===== config.mk =====
export PLATFORM = sky130hd
export DESIGN_NAME = debug_serial_tx
export DESIGN_NICKNAME = d
export VERILOG_FILES = /design/src/rtl/debug_serial_tx.sv
export SDC_FILE = /design/constraint.sdc
export NUM_CORES = 1
export LEC_CHECK = 0
export BUFFER_PORTS_ARGS = -buffer_cell sky130_fd_sc_hd__buf_2
export CORE_MARGIN = 8
export CORE_UTILIZATION = 35
export CTS_CLUSTER_DIAMETER = 60
export DETAILED_ROUTE_END_ITERATION = 10
export PLACE_DENSITY = 0.58
export REMOVE_ABC_BUFFERS = 1
export SLEW_MARGIN = 30
export SYNTH_ARGS = -nofsm -noshare
export SYNTH_HDL_FRONTEND = slang
export SYNTH_SLANG_ARGS = --single-unit

===== constraint.sdc =====
create_clock -name clk -period 2.17 [get_ports clk]
set_input_delay 0.217 -clock clk [delete_from_list [all_inputs] [get_ports clk]]
set_output_delay 0.217 -clock clk [all_outputs]
set_load 0.05 [all_outputs]

===== src/rtl/debug_serial_tx.sv =====
// debug_serial_tx: snapshots seven cpu debug bytes and sends them as one
// UART 8N1 frame: SYNC_BYTE, port1..port7, and an optional checksum byte.
// Optional feature macro: DEBUG_TX_CHECKSUM_EN appends the XOR of port1..port7
// (taken from the snapshot) as a ninth byte.
//
// state   | meaning
// --------+----------------------------------------------------------
// IDLE    | line idle high, snap_ready=1, waiting for snap_valid
// START   | driving start bit (low) for the current byte
// DATA    | shifting current byte out LSB first
// STOP    | driving stop bit (high); then next byte or back to IDLE

module debug_serial_tx #(
  parameter int          CLKS_PER_BIT = 868,
  parameter logic [7:0]  SYNC_BYTE    = 8'hA5
) (
  input  logic        clk,
  input  logic        resetn,
  input  logic        snap_valid,
  output logic        snap_ready,
  input  logic [7:0]  port1,
  input  logic [7:0]  port2,
  input  logic [7:0]  port3,
  input  logic [7:0]  port4,
  input  logic [7:0]  port5,
  input  logic [7:0]  port6,
  input  logic [7:0]  port7,
  output logic        tx,
  output logic        busy,
  output logic [15:0] frames_sent
);

  localparam int            CW       = (CLKS_PER_BIT > 1) ? $clog2(CLKS_PER_BIT) : 1;
  localparam logic [CW-1:0] BAUD_MAX = CW'(CLKS_PER_BIT - 1);

  localparam logic [1:0] S_IDLE  = 2'd0;
  localparam logic [1:0] S_START = 2'd1;
  localparam logic [1:0] S_DATA  = 2'd2;
  localparam logic [1:0] S_STOP  = 2'd3;

`ifdef DEBUG_TX_CHECKSUM_EN
  localparam logic [3:0] LAST_IDX = 4'd8;
`else
  localparam logic [3:0] LAST_IDX = 4'd7;
`endif

  logic [1:0]    state_q, state_d;
  logic [CW-1:0] baud_q, baud_d;
  logic [2:0]    bit_idx_q, bit_idx_d;
  logic [3:0]    byte_idx_q, byte_idx_d;
  logic [6:0]    shift_q, shift_d;
  logic          tx_q, tx_d;
  logic [15:0]   frames_q, frames_d;
  logic [55:0]   snap_q, snap_d;
  logic [7:0]    cur_byte;
  logic          baud_end;

`ifdef DEBUG_TX_CHECKSUM_EN
  logic [7:0] csum;

  // Checksum over the captured bytes only, so live port changes cannot leak in.
  always_comb begin
    csum = snap_q[7:0] ^ snap_q[15:8] ^ snap_q[23:16] ^ snap_q[31:24]
         ^ snap_q[39:32] ^ snap_q[47:40] ^ snap_q[55:48];
  end
`endif

  assign baud_end    = (baud_q == BAUD_MAX);
  assign snap_ready  = (state_q == S_IDLE);
  assign busy        = (state_q != S_IDLE);
  assign tx          = tx_q;
  assign frames_sent = frames_q;

  // Select the byte currently being framed.
  always_comb begin
    cur_byte = 8'h00;
    case (byte_idx_q)
      4'd0:    cur_byte = SYNC_BYTE;
      4'd1:    cur_byte = snap_q[7:0];
      4'd2:    cur_byte = snap_q[15:8];
      4'd3:    cur_byte = snap_q[23:16];
      4'd4:    cur_byte = snap_q[31:24];
      4'd5:    cur_byte = snap_q[39:32];
      4'd6:    cur_byte = snap_q[47:40];
      4'd7:    cur_byte = snap_q[55:48];
`ifdef DEBUG_TX_CHECKSUM_EN
      4'd8:    cur_byte = csum;
`endif
      default: cur_byte = 8'h00;
    endcase
  end

  // Next-state logic for the framing FSM, baud timer and bit shifter.
  always_comb begin
    state_d    = state_q;
    baud_d     = baud_q;
    bit_idx_d  = bit_idx_q;
    byte_idx_d = byte_idx_q;
    shift_d    = shift_q;
    tx_d       = tx_q;
    frames_d   = frames_q;
    snap_d     = snap_q;
    case (state_q)
      S_IDLE: begin
        tx_d = 1'b1;
        if (snap_valid) begin
          snap_d     = {port7, port6, port5, port4, port3, port2, port1};
          state_d    = S_START;
          byte_idx_d = 4'd0;
          baud_d     = '0;
          tx_d       = 1'b0;
        end
      end
      S_START: begin
        if (baud_end) begin
          baud_d    = '0;
          bit_idx_d = 3'd0;
          tx_d      = cur_byte[0];
          shift_d   = cur_byte[7:1];
          state_d   = S_DATA;
        end else begin
          baud_d = baud_q + CW'(1);
        end
      end
      S_DATA: begin
        if (baud_end) begin
          baud_d = '0;
          if (bit_idx_q == 3'd7) begin
            tx_d    = 1'b1;
            state_d = S_STOP;
          end else begin
            bit_idx_d = bit_idx_q + 3'd1;
            tx_d      = shift_q[0];
            shift_d   = {1'b0, shift_q[6:1]};
          end
        end else begin
          baud_d = baud_q + CW'(1);
        end
      end
      S_STOP: begin
        if (baud_end) begin
          baud_d = '0;
          if (byte_idx_q == LAST_IDX) begin
            state_d  = S_IDLE;
            frames_d = frames_q + 16'd1;
          end else begin
            byte_idx_d = byte_idx_q + 4'd1;
            tx_d       = 1'b0;
            state_d    = S_START;
          end
        end else begin
          baud_d = baud_q + CW'(1);
        end
      end
      default: begin
        state_d = S_IDLE;
        tx_d    = 1'b1;
      end
    endcase
  end

  // State registers; reset forces the line high and drops any partial frame.
  always_ff @(posedge clk or negedge resetn) begin
    if (!resetn) begin
      state_q    <= S_IDLE;
      baud_q     <= '0;
      bit_idx_q  <= 3'd0;
      byte_idx_q <= 4'd0;
      shift_q    <= 7'd0;
      tx_q       <= 1'b1;
      frames_q   <= 16'd0;
      snap_q     <= 56'd0;
    end else begin
      state_q    <= state_d;
      baud_q     <= baud_d;
      bit_idx_q  <= bit_idx_d;
      byte_idx_q <= byte_idx_d;
      shift_q    <= shift_d;
      tx_q       <= tx_d;
      frames_q   <= frames_d;
      snap_q     <= snap_d;
    end
  end

endmodule


==> impl_metrics.toml <==
[run_status]
outcome = "finished clean"

[global_routing]
globalRouteTotalUtil_pct = 12.5
grt_pass1_vias = 3607
antenna_found_initial = 0
grt_pass1_wl_um = 18000
grt_max_degree = 57
grt_overflow_total = 0

[synth]
ys_ff_latch = 99
yosysWarnings = 0
synth_cell_types = 50
synth_ff_type = "dfrtp_1"
post_synth.cell_area_avg_um2 = 11.9
synthCells = 400
ys_seq_area_share_pct = 52.1
synthArstFlopShare_pct = 100
synth_edf_count = 0
syn_area_um2 = 4760

[place]
placed_area_um2 = 5430
dp_hpwl_um = 7890
dp_cells = 651
place_ws_ps = 192
port_buffers = 77
gp_congestion = 0.761

[cells_and_area]
syn_to_final_growth_pct = 20.9
post_layout_nonfiller_instances = 668
n_antenna_cell = 0
fill_cells = 1300
fin_area_um2 = 5750
nets = 559
layout-drive-gt1-share_pct = 38.8

[clocking]
tritoncts = "built"
root_buffer = "clkbuf_16"
cts_buffers = 9
clk_path_buf_depth = 2
cts_num_sinks = 99
clk_latency_ps = 350
cts-htree-levels = 3
path_clk_slew_ps = 70

[floorplanning]
die_x_um = 133
core.rowCount = 42
dieArea_um2 = 17600
die_y_um = 133
core_region_area_um2 = 13200
initial_core_util_pct = 35.9
io_pins = 78

[routing]
first_pass_iters = 4
routedWlPerCell_um = 15.8
wl_um = 10600
drc = 0
ant_nets = 0
drt-initial-drc-count = 141
via_per_inst = 5.04
vias = 3370

[worst_hold_path]
hp-class = "input pin to flip-flop"
min_to = "snap_q[55]$_DFFE_PN0P_"
min_from = "port7[7]"
hold_path_depth = 2

[sta]
max_slew.worst_pin.slew_ps = 381
finalCritPeriodShare_pct = 90.8
hold_viol_final = 0
slew_viol_final = 0
setup_violations = 0
max_clock_freq_mhz = 507
skew_ps = 8.82
fin_crit_ps = 1970
rsz0062_at_grt = "false"
fin_ws_ps = 199
slew_headroom_pct = 74.4

[setup_path]
reg2reg_setup_slack_ps = 200
cp_max_fo = 8
rr_endpoint = "shift_q[2]$_DFFE_PN0P_"
critPathLaunchType = "flip-flop"
worst-path-buf-inv = 0
worst_r2r_startpoint = "baud_q[0]$_DFFE_PN0P_"
critPathArrivalTime_ps = 2210
path_cells = "ha_1 -> and4b_1 -> and3_1 -> and2_1 -> o211ai_2 -> o21a_1"
cp_data_required_time_ps = 2410
max_stage_delay_ps = 410
cp-end-kind = "flip-flop"
cp_slowest_cell = "dfrtp_1"
path_delay_family = "simple AND/OR/NAND/NOR gates"
reg2regPathDepth = 6
worstSetupPathType = "flip-flop to flip-flop"

[run]
cap_violations = 0

[pwr]
vdd_drop_max_v = 0.000360
power.leakage_uw = 0.00287
power.density_nw_per_um2 = 626
state kept, by name, summed over array words and instances (netlist names):
name         count
byte_idx_q       4
baud_q          10
bit_idx_q        3
shift_q          7
tx               1
snap_q          56
state_q          2
frames_sent     16
metal layers:
metal	wire [um]	vias to the layer above	global-route usage (%)
li1	-	1618	-
met1	4410	1658	14.4
met2	5350	85	21.1
met3	684	9	4.77
met4	121	0	3.79
met5	0	-	0
cells in the mapped netlist (4+ instances only):
| master | instances | area share (%) |
|---|---|---|
| a211oi_1 | 4 | 0.63 |
| a21oi_1 | 12 | 1.3 |
| a22o_1 | 5 | 0.92 |
| a22oi_1 | 12 | 1.9 |
| buf_2 | 9 | 0.95 |
| buf_4 | 4 | 0.63 |
| clkbuf_1 | 7 | 0.55 |
| dfrtp_1 | 98 | 52 |
| ha_1 | 13 | 3.4 |
| inv_1 | 11 | 0.87 |
| mux2_2 | 60 | 14 |
| nand2_1 | 22 | 1.7 |
| nand3_1 | 20 | 2.1 |
| nand4_1 | 8 | 1.1 |
| nor2_1 | 26 | 2.1 |
| nor3_2 | 6 | 1.3 |
| o21ai_0 | 5 | 0.53 |
| xnor2_1 | 14 | 2.6 |
| xor2_1 | 11 | 2.0 |
final cells by class:
cell class / count / area [um^2] / area share (%)
clock buffer: 11 / 253 / 4.39
multi-input combinational: 269 / 2140 / 37.1
tap: 176 / 220 / 3.83
clock inverter: 5 / 58.8 / 1.02
inverter: 11 / 41.3 / 0.718
timing repair buffer: 97 / 566 / 9.83
sequential: 99 / 2480 / 43.1
per-stage QoR:
step,utilization [%],total power (uW),hold slack [ps],setup TNS [ps]
2_1_floorplan,-,1880,-78.6,-44680
3_5_place_dp,41.0,1980,125,0
3_3_place_gp,41.0,1980,128,0
5_1_grt,43.5,3740,77.2,0
6_report,43.5,3600,92.5,0
4_1_cts,43.4,3650,76.9,0
worst max path at each step:
stage | cells after the start | endpoint | from | slack [ps]
floorplan | 4 | snap_q[0]$_DFFE_PN0P_ | state_q[0]$_DFFE_PN0P_ | -760
global placement | 7 | shift_q[0]$_DFFE_PN0P_ | byte_idx_q[1]$_DFFE_PN0P_ | 240
detailed placement | 7 | shift_q[0]$_DFFE_PN0P_ | byte_idx_q[1]$_DFFE_PN0P_ | 190
CTS | 7 | shift_q[0]$_DFFE_PN0P_ | byte_idx_q[1]$_DFFE_PN0P_ | 160
global route | 8 | shift_q[4]$_DFFE_PN0P_ | byte_idx_q[1]$_DFFE_PN0P_ | 40
finish | 6 | shift_q[2]$_DFFE_PN0P_ | baud_q[0]$_DFFE_PN0P_ | 200
what timing repair did:
action                                 CTS  global route
setup endpoints to repair                0             2
endpoints found under the hold margin   19             0
hold buffers                             1             0
setup buffers                            0             0
resized for setup                        0             2
cell families (layout without fill, tap and decap cells):
kind of cell / count (synthesis) / count (layout) / share of synthesized area (%)
and+or+nand+nor: 109 / 109 / 12.4
DFF: 99 / 99 / 52.1
buffers and inverters: 32 / 124 / 3.23
AOI/OAI and AO/OA: 60 / 60 / 9.46
muxes: 62 / 62 / 14.8
adders and majority gates: 13 / 13 / 3.42
xor gates and xnor gates: 25 / 25 / 4.60
power by group:
group / total, uW / leakage (uW) / switching [uW] / internal (uW)
registers: 1840 / 0.00135 / 0 / 1840
clock network: 1660 / 0.000148 / 702 / 958
logic: 94.9 / 0.00137 / 51.1 / 43.8
layout by cell type, fill, tap and decap left out, types with 12 or more instances in the layout:
cell     count
dfrtp_1     98
nor2_1      26
nand3_1     20
xnor2_1     14
a21oi_1     12
a22oi_1     12
buf_4       18
buf_2       76
mux2_2      60
ha_1        13
nand2_1     21
No activity file was read; power rests on OpenSTA's default activity.
